<file path="src/rtl/caliptra_prim_reqack_pkg.sv">
// rtl/caliptra_prim_reqack_pkg.sv - shared types for the REQ/ACK source-side event queue
package caliptra_prim_reqack_pkg;

  typedef enum logic {
    IDLE = 1'b0,
    REQ  = 1'b1
  } reqack_src_fsm_e;

  typedef struct packed {
    logic overflow;
    logic timeout;
  } reqack_src_status_t;

endpackage

</file>
<file path="src/rtl/caliptra_prim_reqack_src_queue.sv">
// rtl/caliptra_prim_reqack_src_queue.sv - counts event pulses and replays them as level REQs held until ACK
module caliptra_prim_reqack_src_queue
  import caliptra_prim_reqack_pkg::*;
#(
  parameter int unsigned CntWidth      = 4,
  parameter int unsigned TimeoutCycles = 0
) (
  input  logic                clk_i,
  input  logic                rst_i,
  input  logic                evt_i,
  input  logic                flush_i,
  input  logic                err_clr_i,
  output logic                req_o,
  input  logic                ack_i,
  output logic [CntWidth-1:0] pending_o,
  output logic                busy_o,
  output logic                overflow_o,
  output logic                timeout_o
);

  localparam int unsigned TimeoutW = (TimeoutCycles > 0) ? $clog2(TimeoutCycles + 1) : 1;
  localparam logic [CntWidth-1:0] CntMax = '1;
  localparam logic [CntWidth-1:0] CntOne = {{(CntWidth-1){1'b0}}, 1'b1};

  reqack_src_fsm_e     state_q;
  reqack_src_status_t  status_q;
  logic [CntWidth-1:0] cnt_q, cnt_d;
  logic                hs, at_max, acc, ovf_set, tmo_set;

  assign req_o   = (state_q == REQ);
  assign hs      = req_o & ack_i;
  assign at_max  = (cnt_q == CntMax);
  // A same-cycle ACK frees a slot, so an event at saturation is still accepted.
  assign acc     = evt_i & ~flush_i & (~at_max | hs);
  assign ovf_set = evt_i & ~flush_i & at_max & ~hs;

  always_comb begin
    cnt_d = cnt_q;
    if (flush_i) begin
      cnt_d = (req_o && !hs) ? CntOne : '0;
    end else begin
      cnt_d = cnt_q + {{(CntWidth-1){1'b0}}, acc} - {{(CntWidth-1){1'b0}}, hs};
    end
  end

  always_ff @(posedge clk_i) begin
    if (rst_i) begin
      state_q  <= IDLE;
      cnt_q    <= '0;
      status_q <= '0;
    end else begin
      cnt_q <= cnt_d;
      case (state_q)
        IDLE:    if (cnt_d != '0) state_q <= REQ;
        REQ:     if (hs && cnt_d == '0) state_q <= IDLE;
        default: state_q <= IDLE;
      endcase
      status_q.overflow <= ovf_set | (status_q.overflow & ~err_clr_i);
      status_q.timeout  <= tmo_set | (status_q.timeout & ~err_clr_i);
    end
  end

  if (TimeoutCycles > 0) begin : g_tmo
    localparam logic [TimeoutW-1:0] TmoLast = TimeoutW'(TimeoutCycles - 1);
    logic [TimeoutW-1:0] tmo_cnt_q;

    // Saturating past TmoLast keeps the flag from re-arming, so a clear sticks.
    always_ff @(posedge clk_i) begin
      if (rst_i || !req_o || hs) begin
        tmo_cnt_q <= '0;
      end else if (tmo_cnt_q != '1) begin
        tmo_cnt_q <= tmo_cnt_q + TimeoutW'(1);
      end
    end

    assign tmo_set = req_o & ~hs & (tmo_cnt_q == TmoLast);
  end else begin : g_no_tmo
    assign tmo_set = 1'b0;
  end

  assign pending_o  = cnt_q;
  assign busy_o     = |cnt_q;
  assign overflow_o = status_q.overflow;
  assign timeout_o  = status_q.timeout;

`ifndef SYNTHESIS
  req_fall_needs_ack: assert property (@(posedge clk_i) disable iff (rst_i)
    $fell(req_o) |-> ($past(ack_i) || $past(rst_i)));
  no_ack_in_idle: assert property (@(posedge clk_i) disable iff (rst_i)
    ack_i |-> req_o);
  empty_means_idle: assert property (@(posedge clk_i) disable iff (rst_i)
    (cnt_q == '0) |-> (state_q == IDLE));
`endif

endmodule

</file>
<file path="config.mk">
export PLATFORM = sky130hd
export DESIGN_NAME = caliptra_prim_reqack_src_queue
export DESIGN_NICKNAME = d
export VERILOG_FILES = /design/src/rtl/caliptra_prim_reqack_pkg.sv /design/src/rtl/caliptra_prim_reqack_src_queue.sv
export SDC_FILE = /design/constraint.sdc
export NUM_CORES = 1
export LEC_CHECK = 0
export ABC_CLOCK_PERIOD_IN_PS = 4100
export BUFFER_PORTS_ARGS = -buffer_cell sky130_fd_sc_hd__clkbuf_2
export CAP_MARGIN = 20
export CORE_AREA = 2 2 39 41
export DETAILED_ROUTE_END_ITERATION = 6
export DIE_AREA = 0 0 41 43
export HOLD_SLACK_MARGIN = 0.03
export PLACE_DENSITY = 0.57
export SLEW_MARGIN = 20
export SYNTH_ARGS = -nofsm -noshare
export SYNTH_HDL_FRONTEND = slang
export SYNTH_SLANG_ARGS = --single-unit
</file>
<file path="constraint.sdc">
create_clock -name clk_i -period 4.1 [get_ports clk_i]
set_clock_uncertainty 0.15 [all_clocks]
set_input_delay 0.205 -clock clk_i [delete_from_list [all_inputs] [get_ports clk_i]]
set_output_delay 0.205 -clock clk_i [all_outputs]
set_load 0.02 [all_outputs]
</file>
==> Yosys cells after proc, flatten, opt, wreduce, memory -nomap -nowiden <==
Index checks and enable logic that the tools add are counted.
{ "op_classes": {"bitwise_logic": 14, "add_sub_neg": 2, "reduce_logical": 6, "n_eq_ne": 1, "mux": 5} }
{ "ops": {"columns": ["operator", "n"], "rows": [
  ["$and 1x1->1", 7],
  ["$not 1->1", 5],
  ["$add 4x1->4", 1],
  ["$eq 4x4->1 const B", 1],
  ["$logic_not 4->1", 1],
  ["$mux 4", 1],
  ["$reduce_bool 4->1", 1],
  ["$reduce_or 4->1", 1],
  ["$sub 4x1->4", 1],
  ["$mux 1", 3],
  ["$logic_and 1x1->1", 2],
  ["$or 1x1->1", 2],
  ["$pmux 1 s2", 1],
  ["$logic_not 1->1", 1]
]} }
{ "word_totals": {"word_cells": 32, "register_bits": 7, "in_bits": 6, "out_inout_bits": 8} }

==> Depth between registers and ports, before layout <==
Gate-level depths: netlist of run 1.
{ "depth": {"word_depth": 11, "ltp_mapped": 8, "ltp_nobuf": 8} }

==> Worst setup path after synthesis of run 1 <==
No wires, ideal clock.
{ "synth_path": {"path_kind": "register -> register", "from": "register state_q, in the netlist req_o", "to": "register state_q, in the netlist req_o", "setup_ns": 0.125, "required_time_ns": 3.825, "period_less_slack_ns": 2.156, "setup_slack_ns": 1.944, "path_buffers": 0, "arrival_time_ns": 1.881, "path_stages_with_launch": 9, "cell_sequence": "dfxtp_1 > nand2_1 > or2_1 > o21ai_1 > ha_1 > fa_1 > nor2_1 > a2bb2oi_1 > o22ai_1"} }
{ "synth_via": {"elab_chain_cells": 10, "word_cells_on_any_way": 16, "classes_between": "add/sub: 2; mux: 5; bitwise: 4; reduce/logical: 5"} }
{ "synth_lines": {"columns": ["item", "line_no", "source"], "rows": [
  ["start: declaration", "caliptra_prim_reqack_src_queue.sv:25", "reqack_src_fsm_e state_q;"],
  ["start signal: assignment", "caliptra_prim_reqack_src_queue.sv:48", "state_q <= IDLE;"],
  ["start signal: assignment", "caliptra_prim_reqack_src_queue.sv:54", "IDLE: if (cnt_d != '0) state_q <= REQ;"],
  ["start signal: assignment", "caliptra_prim_reqack_src_queue.sv:55", "REQ: if (hs && cnt_d == '0) state_q <= IDLE;"],
  ["$and 1x1->1", "caliptra_prim_reqack_src_queue.sv:31", "assign hs = req_o & ack_i;"],
  ["$or 1x1->1", "caliptra_prim_reqack_src_queue.sv:34", "assign acc = evt_i & ~flush_i & (~at_max | hs);"],
  ["$and 1x1->1", "caliptra_prim_reqack_src_queue.sv:34", null],
  ["$add 4x1->4", "caliptra_prim_reqack_src_queue.sv:42", "cnt_d = cnt_q + {{(CntWidth-1){1'b0}}, acc} - {{(CntWidth-1){1'b0}}, hs};"],
  ["$sub 4x1->4", "caliptra_prim_reqack_src_queue.sv:42", null],
  ["$mux 4", "caliptra_prim_reqack_src_queue.sv:39", "if (flush_i) begin"],
  ["$logic_not 4->1", "caliptra_prim_reqack_src_queue.sv:55", null],
  ["$logic_and 1x1->1", "caliptra_prim_reqack_src_queue.sv:55", null],
  ["$mux 1", "caliptra_prim_reqack_src_queue.sv:55", null],
  ["$pmux 1 s2 (*)", "caliptra_prim_reqack_src_queue.sv:53", "case (state_q)"]
]} }
Mark *: on every way between the ends. The rest lies on a longest branch, timed or not.
A chain may end at the register's enable or synchronous reset.

==> Worst setup path after layout of run 1 <==
{ "layout_path": {"from": "register cnt_q[2], in the netlist pending_o[2]", "to": "register state_q, in the netlist req_o"} }
{ "layout_via": {"elab_chain_cells": 11, "word_cells_on_any_way": 13, "classes_between": "add/sub: 2; eq/ne: 1; mux: 4; bitwise: 3; reduce/logical: 3"} }
{ "layout_lines": {"columns": ["item", "line_no", "source"], "rows": [
  ["start: declaration", "caliptra_prim_reqack_src_queue.sv:27", "logic [CntWidth-1:0] cnt_q, cnt_d;"],
  ["start signal: assignment", "caliptra_prim_reqack_src_queue.sv:52", "cnt_q <= cnt_d;"],
  ["$eq 4x4->1", "caliptra_prim_reqack_src_queue.sv:32", "assign at_max = (cnt_q == CntMax);"],
  ["$not 1->1", "caliptra_prim_reqack_src_queue.sv:34", null],
  ["$or 1x1->1", "caliptra_prim_reqack_src_queue.sv:34", null],
  ["$and 1x1->1", "caliptra_prim_reqack_src_queue.sv:34", null],
  ["$add 4x1->4 (*)", "caliptra_prim_reqack_src_queue.sv:42", null],
  ["$sub 4x1->4 (*)", "caliptra_prim_reqack_src_queue.sv:42", null],
  ["$mux 4 (*)", "caliptra_prim_reqack_src_queue.sv:39", null],
  ["$logic_not 4->1", "caliptra_prim_reqack_src_queue.sv:55", null],
  ["$logic_and 1x1->1", "caliptra_prim_reqack_src_queue.sv:55", null],
  ["$mux 1", "caliptra_prim_reqack_src_queue.sv:55", null],
  ["$pmux 1 s2 (*)", "caliptra_prim_reqack_src_queue.sv:53", null],
  ["end signal: assignment", "caliptra_prim_reqack_src_queue.sv:54", null],
  ["end signal: assignment", "caliptra_prim_reqack_src_queue.sv:55", null],
  ["end signal: assignment", "caliptra_prim_reqack_src_queue.sv:56", "default: state_q <= IDLE;"]
]} }
Marks and branches as above.

==> impl_metrics.csv, run 1 <==
group,metric,value,unit
outcome,outcome,"finished clean",
drt,routedWlPerCell,10.5,um
grt,antenna_violations_before_repair,0,
timing,final.setup.worst_slack,1900,ps
timing,setup_failing_eps_final,0,
placed_design,detailedPlace.worstSlack,1920,ps
clock_tree,cts_htree_levels,1,
grt,number_of_global_route_vias_before_repair,372,
clock_tree,clkSlewWorstSetupHoldPaths,60,ps
placed_design,gp_congestion,0.803,
worst_setup_path,critPathMaxStageDelay,450,ps
grt,maximum_number_of_pins_on_one_net_before_global_route_repair,8,
drt,dr_total_vias,393,
drt,route.antenna.remaining_nets,0,
floorplan,pin_count,14,
min_path,worst_hold_path_startpoint,"rst_i",
cells_and_area,drive_above_1_share,25.0,%
cells_and_area,mostFrequentLayoutCells,"sky130_fd_sc_hd__clkbuf_2 (13), sky130_fd_sc_hd__dfxtp_1 (7), sky130_fd_sc_hd__inv_1 (5), sky130_fd_sc_hd__ha_1 (5)",
logic_synthesis,syn_nets,62,
min_path,holdCritPathClass,"in2reg",
timing,unrepaired_setup_endpoints_after_global_routing,"no",
pwr,power_per_cell_area,446,nW/um2
placed_design,place.detailed.instances,79,
timing,clock.fmax,455,MHz
worst_setup_path,critPathRequiredTime,4100,ps
grt,grt.overflow.total,0,
floorplan,die_y,43,um
floorplan,die-area,1760,um2
pwr,irDropWorstVdd,0.000158,V
clock_tree,cts_setup_buffers,0,
grt,grt_first_pass_wirelength,1540,um
min_path,min_path_cells,2,
worst_setup_path,endpoint_class_of_the_critical_path,"flip-flop",
drt,drt-pass1-iter-count,2,
logic_synthesis,post_synth_num_cell_types,26,
grt,groute.usage.overall,13.1,%
pwr,power,252,uW
worst_setup_path,path_cells,"ha_1 > and3_1 > o21ai_1 > ha_1 > fa_1 > nor2_1 > a2bb2oi_1 > o22ai_1",
worst_setup_path,setup.worst_path.class,"reg2reg",
clock_tree,cts_inserted_buffers,3,
drt,detail_route.vias_per_cell,4.68,
cells_and_area,n_antenna_cell,0,
floorplan,floorplan.rows,14,
worst_setup_path,setup.reg_to_reg.worst_slack,1900,ps
worst_setup_path,arrival,2200,ps
clock_tree,max-clock-path-buffers,2,
cells_and_area,areaGrowthSynthToFinish,27.4,%
timing,relSlewSlack,86.3,%
pwr,leakagePower,0.262,nW
worst_setup_path,cpMostUsedCell,"sky130_fd_sc_hd__ha_1",
timing,final_max_slew_viol_count,0,
min_path,timing.hold.worst_endpoint,"overflow_o$_SDFF_PP0_",
timing,final_min_period_over_clock_period,53.7,%
logic_synthesis,synth_warnings,0,
placed_design,place.port_buffers,13,
floorplan,floorplan.die.width,41,um
worst_setup_path,r2r_cells,8,
floorplan,floorplan.initialDensity,32.0,%
logic_synthesis,yosys_register_bits,7,
cells_and_area,layout.cells.non_filler,84,
worst_setup_path,worstReg2RegStart,"pending_o[2]$_SDFF_PP0_",
worst_setup_path,cp_slowest_cell,"sky130_fd_sc_hd__fa_1",
cells_and_area,nets,81,
clock_tree,cts_repair_resize_count,0,
clock_tree,holdBufCountCts,1,
logic_synthesis,syn_area,443,um2
drt,drt_iter0_drc,11,
drt,detail_route.wirelength,884,um
logic_synthesis,synthesis.area_per_instance,8.86,um2
timing,timing_worst_slew_pin_value,204,ps
timing,period_minus_slack,2200,ps
logic_synthesis,ys_seq_area_share,31.6,%
timing,tns,0,ps
drt,route.detailed.drc,0,
clock_tree,tritoncts_clock_tree,"yes",
logic_synthesis,synthesis.instances,50,
run,max_cap_viol_count,0,
floorplan,core_area,1380,um2
worst_setup_path,worst_setup_path_start_kind,"flip-flop",
clock_tree,ctsRootBufferMaster,"sky130_fd_sc_hd__clkbuf_4",
clock_tree,clock-sinks,7,
cells_and_area,most_frequent_standard_cell_in_the_layout_excluding_fill_and_tap_cells,"sky130_fd_sc_hd__clkbuf_2",
clock_tree,worstSkewPairLatency,260,ps
worst_setup_path,critical-path-top-delay-family,"adder cells",
worst_setup_path,worstPathMaxFanout,3,
placed_design,hpwlAfterDp,687,um
timing,report.final.hold_viol_count,0,
worst_setup_path,buf_inv_on_cp,0,
worst_setup_path,critical_path.reg2reg.endpoint,"req_o$_SDFF_PP0_",
cells in the mapped netlist:
cell / number / share of area, %
sky130_fd_sc_hd__a211oi_2: 1 / 2.8
sky130_fd_sc_hd__a21o_1: 1 / 1.7
sky130_fd_sc_hd__a21oi_1: 2 / 2.3
sky130_fd_sc_hd__a2bb2oi_1: 1 / 2.0
sky130_fd_sc_hd__a32oi_1: 1 / 2.0
sky130_fd_sc_hd__and2_1: 1 / 1.4
sky130_fd_sc_hd__and3_1: 1 / 1.4
sky130_fd_sc_hd__dfxtp_1: 7 / 32
sky130_fd_sc_hd__fa_1: 1 / 4.5
sky130_fd_sc_hd__ha_1: 5 / 14
sky130_fd_sc_hd__inv_1: 5 / 4.2
sky130_fd_sc_hd__mux2i_1: 2 / 4.5
sky130_fd_sc_hd__nand2_1: 4 / 3.4
sky130_fd_sc_hd__nand2b_1: 1 / 1.4
sky130_fd_sc_hd__nand3_1: 2 / 2.3
sky130_fd_sc_hd__nand3b_1: 1 / 1.7
sky130_fd_sc_hd__nor2_1: 4 / 3.4
sky130_fd_sc_hd__nor2b_1: 1 / 1.4
sky130_fd_sc_hd__nor3_1: 1 / 1.1
sky130_fd_sc_hd__nor3b_1: 1 / 1.7
sky130_fd_sc_hd__o21ai_1: 1 / 1.1
sky130_fd_sc_hd__o22ai_1: 1 / 1.4
sky130_fd_sc_hd__o31ai_1: 1 / 1.7
sky130_fd_sc_hd__or2_1: 1 / 1.4
sky130_fd_sc_hd__or3_1: 1 / 1.4
sky130_fd_sc_hd__xnor2_1: 2 / 4.0
worst max path at each step:
stage / slack, ps / depth (start not counted) / to / from
3_3_place_gp: 1920 / 8 / req_o$_SDFF_PP0_ / pending_o[2]$_SDFF_PP0_
3_5_place_dp: 1920 / 8 / req_o$_SDFF_PP0_ / pending_o[2]$_SDFF_PP0_
4_1_cts: 1900 / 8 / req_o$_SDFF_PP0_ / pending_o[2]$_SDFF_PP0_
5_1_grt: 1740 / 8 / req_o$_SDFF_PP0_ / req_o$_SDFF_PP0_
2_1_floorplan: 1940 / 8 / req_o$_SDFF_PP0_ / req_o$_SDFF_PP0_
6_report: 1900 / 8 / req_o$_SDFF_PP0_ / pending_o[2]$_SDFF_PP0_
cell type report:
| class | count | area (um2) |
|---|---|---|
| Inverter | 5 | 18.8 |
| Sequential cell | 7 | 140 |
| Clock buffer | 4 | 26.3 |
| Timing Repair Buffer | 14 | 75.1 |
| Fill cell | 148 | 820 |
| Multi-Input combinational cell | 38 | 284 |
| Tap cell | 16 | 20.0 |
cells by family after synthesis:
kind of cell / count (synthesis) / synth area share [%]
buffers and inverters: 5 / 4.24
xor gates and xnor gates: 2 / 3.96
DFF: 7 / 31.6
muxes: 2 / 4.52
adders and majority gates: 6 / 18.6
AOI/OAI and AO/OA: 9 / 15.0
and+or+nand+nor: 19 / 22.0
through the flow:
| stage | hold WS, ps | util, % | instance area, um2 |
|---|---|---|---|
| after floorplan | 124 | - | 443 |
| after global placement | 244 | 38.2 | 528 |
| after detailed placement | 247 | 38.2 | 528 |
| after CTS | 61.8 | 40.8 | 564 |
| after global routing | 70.8 | 40.8 | 564 |
| final | 68.7 | 40.8 | 564 |
routing by layer:
layer	up-vias	global-route usage (%)	part of all wire, %
li1	211	-	-
met5	-	0	0
met1	176	17.2	49
met4	0	12.0	1.4
met3	2	1.57	1.2
met2	4	17.5	48
registers in the layout (all words and copies together), names as in the netlist:
name,cells
overflow_o,1
pending_o,4
timeout_o,1
req_o,1
report_power, final:
part	switching, mW	total [mW]	internal, mW
Sequential	0.00712	0.0832	0.0761
Combinational	0.0557	0.101	0.0454
Clock	0.0301	0.0675	0.0374
Power figures use the tool's default switching activity.
==> run 2: changes to the inputs <==
--- a/config.mk
+++ b/config.mk
@@ -5,14 +5,15 @@
 export SDC_FILE = /design/constraint.sdc
 export NUM_CORES = 1
 export LEC_CHECK = 0
-export ABC_CLOCK_PERIOD_IN_PS = 4100
+export ABC_AREA = 1
+export ABC_CLOCK_PERIOD_IN_PS = 2300
 export BUFFER_PORTS_ARGS = -buffer_cell sky130_fd_sc_hd__clkbuf_2
 export CAP_MARGIN = 20
 export CORE_AREA = 2 2 39 41
 export DETAILED_ROUTE_END_ITERATION = 6
 export DIE_AREA = 0 0 41 43
 export HOLD_SLACK_MARGIN = 0.03
-export PLACE_DENSITY = 0.57
+export PLACE_DENSITY = 0.56
 export SLEW_MARGIN = 20
 export SYNTH_ARGS = -nofsm -noshare
 export SYNTH_HDL_FRONTEND = slang
==> constraint.sdc (replaced) <==
create_clock -name clk_i -period 2.3 [get_ports clk_i]
set_clock_uncertainty 0.15 [all_clocks]
set_input_delay 0.115 -clock clk_i [delete_from_list [all_inputs] [get_ports clk_i]]
set_output_delay 0.115 -clock clk_i [all_outputs]
set_load 0.02 [all_outputs]
==> run 2 against run 1 <==
Via count increased by 12%; final area increased by 5.5%; routed wire length rose by 2.8%; final cell count rose by 21%; synthesized area down 2.0%; die area stayed put; core utilization increased by 2.3 points; non-clock buffer count rose by 4; global-route usage decreased by 0.21 points; clock power increased by 64%; synthesized cell count increased by 28%.
==> impl_metrics.csv, run 2 <==
group,metric,value,unit
outcome,outcome,"finished clean",
worst_setup_path,cpMostUsedCell,"sky130_fd_sc_hd__nand2_1",
worst_setup_path,critPathMaxStageDelay,530,ps
logic_synthesis,yosys_most_used_dff,"sky130_fd_sc_hd__dfxtp_1",
drt,drt-pass1-iter-count,4,
placed_design,gp_congestion,0.669,
logic_synthesis,syn_nets,76,
timing,clock.fmax,467,MHz
logic_synthesis,synth_top_cell_by_area,"sky130_fd_sc_hd__dfxtp_1",
cells_and_area,nets,99,
run,max_cap_viol_count,0,
cells_and_area,drive_above_1_share,18.6,%
worst_setup_path,arrival,2130,ps
floorplan,floorplan.die.width,41,um
clock_tree,worstSkewPairLatency,250,ps
timing,tns,0,ps
placed_design,hpwlAfterDp,735,um
timing,unrepaired_setup_endpoints_after_global_routing,"no",
clock_tree,ctsRootBufferMaster,"sky130_fd_sc_hd__clkbuf_4",
clock_tree,cts_inserted_buffers,3,
cells_and_area,areaGrowthSynthToFinish,37.2,%
drt,route.detailed.drc,0,
floorplan,die-area,1760,um2
placed_design,place.port_buffers,13,
worst_setup_path,endpoint_class_of_the_critical_path,"flip-flop",
cells_and_area,n_antenna_cell,0,
pwr,leakagePower,0.352,nW
grt,antenna_violations_before_repair,0,
floorplan,die_y,43,um
clock_tree,cts_setup_buffers,0,
logic_synthesis,syn_area,434,um2
grt,grtUsageMet1,15.8,%
floorplan,pin_count,14,
worst_setup_path,path_cells,"dlygate4sd3_1 > clkbuf_2 > nand2_1 > inv_1 > o21ai_1 > nand2_1 > ha_1 > fa_1 > inv_1 > nand2_1 > nand3_1 > nand2_1 > nor2_1 > nand2_1",
logic_synthesis,yosys_register_bits,7,
grt,maximum_number_of_pins_on_one_net_before_global_route_repair,7,
grt,globalRoute.busiestLayer,"met2",
logic_synthesis,synthesis.area_per_instance,6.78,um2
logic_synthesis,synthTopCellsByArea,"sky130_fd_sc_hd__dfxtp_1 (32%), sky130_fd_sc_hd__ha_1 (14%), sky130_fd_sc_hd__inv_1 (13%)",
timing,period_minus_slack,2140,ps
logic_synthesis,synth_top_cell_area_share,32.3,%
timing,fin_worst_hold_slack,75.6,ps
cells_and_area,final.fill_count,151,
timing,final_max_slew_viol_count,0,
timing,relSlewSlack,80.2,%
drt,drt_iter0_drc,8,
grt,grt.overflow.total,0,
logic_synthesis,asyncSetResetFlopFracSynth,0,%
timing,final_min_period_over_clock_period,93.1,%
drt,detail_route.wirelength,909,um
drt,dr_total_vias,439,
worst_setup_path,worst_setup_path_start_kind,"input pin",
cells_and_area,mostFrequentLayoutCells,"sky130_fd_sc_hd__inv_1 (15), sky130_fd_sc_hd__nand2_1 (15), sky130_fd_sc_hd__clkbuf_2 (13), sky130_fd_sc_hd__nand3_1 (8)",
clock_tree,cts_htree_levels,1,
logic_synthesis,post_synth_num_cell_types,10,
cells_and_area,largest_register_ffs,4,
worst_setup_path,setup.worst_path.class,"in2reg",
min_path,holdCritPathClass,"in2reg",
drt,route.antenna.remaining_nets,0,
drt,detail_route.vias_per_cell,4.30,
grt,number_of_global_route_vias_before_repair,404,
clock_tree,clkSlewWorstSetupHoldPaths,50,ps
grt,groute.usage.overall,12.9,%
grt,grt_util_met2,18.1,%
drt,routedWlPerCell,8.91,um
worst_setup_path,worstPathMaxFanout,3,
worst_setup_path,cp_slowest_cell,"sky130_fd_sc_hd__dlygate4sd3_1",
logic_synthesis,synth_warnings,0,
floorplan,floorplan.rows,14,
grt,groute.layer.met3.usage,4.71,%
logic_synthesis,ys_seq_area_share,32.3,%
pwr,power_per_cell_area,784,nW/um2
logic_synthesis,synth_enable_flop_cells,0,
cells_and_area,final_core_utilization,43.0,%
floorplan,core_area,1380,um2
clock_tree,tritoncts_clock_tree,"yes",
pwr,irDropWorstVdd,0.000255,V
clock_tree,clock-sinks,7,
clock_tree,max-clock-path-buffers,2,
timing,setup_failing_eps_final,0,
timing,report.final.hold_viol_count,0,
floorplan,floorplan.initialDensity,31.4,%
timing,timing_worst_slew_pin_value,294,ps
grt,grt_first_pass_wirelength,1490,um
logic_synthesis,synthesis.instances,64,
logic_synthesis,synth_top_cells_by_count,"sky130_fd_sc_hd__inv_1 (15), sky130_fd_sc_hd__nand2_1 (15), sky130_fd_sc_hd__nand3_1 (8), sky130_fd_sc_hd__dfxtp_1 (7), sky130_fd_sc_hd__nor2_1 (7)",
worst_setup_path,critPathRequiredTime,2290,ps
[run 2: cell types whose count changed in the layout (fill, tap and decap cells not counted), moves of 2 or more]
cell	before	now
sky130_fd_sc_hd__nor2_1	4	7
sky130_fd_sc_hd__dlygate4sd3_1	1	5
sky130_fd_sc_hd__nand2_1	4	15
sky130_fd_sc_hd__inv_1	5	15
sky130_fd_sc_hd__xnor2_1	2	0
sky130_fd_sc_hd__a21oi_1	2	4
sky130_fd_sc_hd__mux2i_1	2	0
sky130_fd_sc_hd__nand3_1	2	8
[run 2: report_power, final]
group / internal [mW] / switching, mW / total, mW
Combinational: 0.0784 / 0.119 / 0.197
Clock: 0.0662 / 0.0450 / 0.111
Sequential: 0.141 / 0.0172 / 0.158
Total: 0.286 / 0.181 / 0.467
[run 2: logic make-up (layout without fill, tap and decap cells)]
| kind of cell | count (synthesis) | in the layout | share of synthesized area (%) |
|---|---|---|---|
| AOI/OAI and AO/OA | 5 | 5 | 5.76 |
| adders and majority gates | 6 | 6 | 19.0 |
| DFF | 7 | 7 | 32.3 |
| and+or+nand+nor | 31 | 31 | 30.0 |
| buffers and inverters | 15 | 37 | 13.0 |
[run 2: worst paths after layout]
check | start | end | slack, ps | depth (start not counted)
setup / recovery | ack_i | req_o$_SDFF_PP0_ | 160 | 14
hold / removal | evt_i | overflow_o$_SDFF_PP0_ | 80 | 5
setup reg to reg | pending_o[3]$_SDFF_PP0_ | req_o$_SDFF_PP0_ | 310 | 12
hold reg to reg | overflow_o$_SDFF_PP0_ | overflow_o$_SDFF_PP0_ | 330 | 2
[run 2: worst max-delay path, delay by kind of cell]
family	cells	cell delay (ps)
adders and majority gates	2	610
and+or+nand+nor	7	480
AOI/OAI and AO/OA	1	170
buffers and inverters	4	750
[run 2: repair_timing]
item / CTS / global route
hold endpoints to repair: 3 / 0
hold buffers: 5 / 0
gates resized for setup: 0 / 1
setup endpoints to repair: 0 / 1
[run 2: final cells by class]
type / instances / area (um2) / area share (%)
Timing Repair Buffer: 18 / 115 / 19.3
Tap cell: 16 / 20.0 / 3.36
Clock buffer: 4 / 26.3 / 4.41
Inverter: 15 / 56.3 / 9.45
Multi-Input combinational cell: 42 / 238 / 39.9
Sequential cell: 7 / 140 / 23.5
[run 2: layer usage]
metal,share of wire (%),wire (um)
met5,0,0
met4,0,0
met3,3.7,34
met2,48,434
met1,48,439
[run 2: through the flow]
stage	total power [mW]	std cells	cell area [um2]	worst slack (ps)
6_report	0.467	102	596	158
5_1_grt	0.512	102	596	4.74
4_1_cts	0.473	102	596	128
3_5_place_dp	0.352	93	519	272
3_3_place_gp	0.352	93	519	297
2_1_floorplan	0.296	64	434	270
==> run 3: changes to the inputs <==
--- a/config.mk
+++ b/config.mk
@@ -10,6 +10,7 @@
 export BUFFER_PORTS_ARGS = -buffer_cell sky130_fd_sc_hd__clkbuf_2
 export CAP_MARGIN = 20
 export CORE_AREA = 2 2 39 41
+export CTS_BUF_LIST = sky130_fd_sc_hd__clkbuf_4 sky130_fd_sc_hd__clkbuf_8 sky130_fd_sc_hd__clkbuf_16
 export DETAILED_ROUTE_END_ITERATION = 6
 export DIE_AREA = 0 0 41 43
 export HOLD_SLACK_MARGIN = 0.03
==> run 3 against run 2 <==
Final cell count unchanged; sequential share of layout area fell by 0.15 points; worst setup slack hardly changed; combinational power barely moved; via count rose by 0.46%; core utilization is 0.27 points higher; total power increased by 2.2%; count of clock-buffer cells in the layout unchanged; first-iteration DRC count increased by 13%; routed wire length decreased by 0.99%; sequential power about the same.
==> impl_metrics.csv, run 3 (synthesis results as in run 2) <==
group,metric,value,unit
outcome,outcome,"finished clean",
worst_setup_path,critical_path.reg2reg.endpoint,"req_o$_SDFF_PP0_",
pwr,leakagePower,0.356,nW
floorplan,die_y,43,um
clock_tree,worstSkewPairLatency,250,ps
drt,drt_iter0_drc,9,
worst_setup_path,arrival,2130,ps
cells_and_area,design_area,599,um2
cells_and_area,final.fill_count,151,
placed_design,hpwlAfterDp,735,um
drt,dr_total_vias,441,
worst_setup_path,setup.reg_to_reg.worst_slack,310,ps
worst_setup_path,endpoint_class_of_the_critical_path,"flip-flop",
run,max_cap_viol_count,0,
timing,period_minus_slack,2140,ps
timing,final_min_period_over_clock_period,93.1,%
drt,route.detailed.drc,0,
floorplan,core_area,1380,um2
worst_setup_path,path_cells,"dlygate4sd3_1 > clkbuf_2 > nand2_1 > inv_1 > o21ai_1 > nand2_1 > ha_1 > fa_1 > inv_1 > nand2_1 > nand3_1 > nand2_1 > nor2_1 > nand2_1",
floorplan,die-area,1760,um2
placed_design,gp_congestion,0.669,
timing,timing_worst_slew_pin_value,294,ps
worst_setup_path,r2r_cells,12,
timing,unrepaired_setup_endpoints_after_global_routing,"no",
grt,grt_first_pass_wirelength,1490,um
cells_and_area,multi_input_gate_area,238,um2
worst_setup_path,critPathRequiredTime,2290,ps
grt,number_of_global_route_vias_before_repair,404,
placed_design,post_dp_cell_area,519,um2
min_path,timing.hold.worst_endpoint,"overflow_o$_SDFF_PP0_",
grt,maximum_number_of_pins_on_one_net_before_global_route_repair,7,
drt,drt-pass1-iter-count,4,
drt,detail_route.vias_per_cell,4.32,
grt,grt.overflow.total,0,
worst_setup_path,cpMostUsedCell,"sky130_fd_sc_hd__nand2_1",
placed_design,place.port_buffers,13,
clock_tree,tritoncts_clock_tree,"yes",
cells_and_area,mostFrequentLayoutCells,"sky130_fd_sc_hd__inv_1 (15), sky130_fd_sc_hd__nand2_1 (15), sky130_fd_sc_hd__clkbuf_2 (13), sky130_fd_sc_hd__nand3_1 (8)",
drt,detail_route.wirelength,900,um
cells_and_area,n_antenna_cell,0,
floorplan,floorplan.die.width,41,um
cells_and_area,drive_above_1_share,19.8,%
min_path,holdCritPathClass,"in2reg",
floorplan,pin_count,14,
timing,clock.fmax,467,MHz
timing,relSlewSlack,80.2,%
clock_tree,max-clock-path-buffers,2,
floorplan,floorplan.initialDensity,31.4,%
timing,setup_failing_eps_final,0,
clock_tree,cts_setup_buffers,0,
pwr,power_per_cell_area,796,nW/um2
drt,route.antenna.remaining_nets,0,
cells_and_area,nets,99,
min_path,worst_hold_path_startpoint,"evt_i",
min_path,min_path_cells,5,
grt,antenna_violations_before_repair,0,
timing,tns,0,ps
floorplan,floorplan.rows,14,
grt,groute.usage.overall,12.9,%
pwr,irDropWorstVdd,0.000263,V
cells_and_area,regArea,140,um2
clock_tree,cts_htree_levels,1,
worst_setup_path,critPathMaxStageDelay,530,ps
worst_setup_path,worstPathMaxFanout,3,
clock_tree,clkSlewWorstSetupHoldPaths,50,ps
cells_and_area,largest_register_ffs,4,
clock_tree,ctsRootBufferMaster,"sky130_fd_sc_hd__clkbuf_4",
cells_and_area,areaGrowthSynthToFinish,38.0,%
drt,routedWlPerCell,8.82,um
worst_setup_path,worst_setup_path_start_kind,"input pin",
clock_tree,clock-sinks,7,
timing,final_max_slew_viol_count,0,
worst_setup_path,cp_slowest_cell,"sky130_fd_sc_hd__dlygate4sd3_1",
clock_tree,cts_inserted_buffers,3,
worst_setup_path,worstReg2RegStart,"pending_o[3]$_SDFF_PP0_",
worst_setup_path,setup.worst_path.class,"in2reg",
timing,report.final.hold_viol_count,0,
==> run 3: cell counts in the layout (fill, tap and decap cells not counted) <==
Identical to the previous run, type by type.
==> run 3: routing by layer <==
metal | global-route usage, % | wire length (um)
met1 | 15.8 | 431
met2 | 18.1 | 433
met3 | 4.71 | 34
met4 | 8.00 | 0
met5 | 0 | 0
==> run 3: final cells by class <==
type | count | share of cell area [%]
timing repair buffer | 18 | 19.2
sequential | 7 | 23.4
tap | 16 | 3.34
inverter | 15 | 9.39
clock buffer | 4 | 5.01
multi-input combinational | 42 | 39.7
==> run 3: what timing repair did <==
item | 4_1_cts | 5_1_grt
hold endpoints to repair | 3 | 0
gates resized for setup | 0 | 1
hold buffers | 5 | 0
setup endpoints to repair | 0 | 1
==> run 3: worst max path at each step <==
stage	startpoint	end	slack, ps	cells past startpoint
after floorplan	pending_o[3]$_SDFF_PP0_	req_o$_SDFF_PP0_	270	12
after global routing	ack_i	req_o$_SDFF_PP0_	5	14
after CTS	ack_i	req_o$_SDFF_PP0_	130	14
final	ack_i	req_o$_SDFF_PP0_	160	14
after global placement	pending_o[2]$_SDFF_PP0_	req_o$_SDFF_PP0_	300	12
after detailed placement	flush_i	req_o$_SDFF_PP0_	270	11
==> run 3: power breakdown <==
part / switching, mW / internal [mW] / leakage [nW]
clock: 0.0438 / 0.0779 / 0.0184
combinational: 0.119 / 0.0784 / 0.280
sequential: 0.0172 / 0.141 / 0.0570
total: 0.180 / 0.297 / 0.356
==> run 3: worst max-delay path: cells and delay by family <==
kind            cells  cell delay [ps]
compound gates      1              170
buf+inv             4              750
simple gates        7              480
fa+ha+maj           2              610
==> run 3: stage by stage <==
stage                     setup slack (ps)  util, %  instances  hold WS, ps  power, mW
after global routing                  4.74     43.3        102         91.3      0.525
final                                  158     43.3        102         75.0      0.477
after detailed placement               272     37.5         93          214      0.352
after CTS                              128     43.3        102         66.4      0.484
after floorplan                        270        -         64         34.1      0.296
after global placement                 297     37.5         93          212      0.352
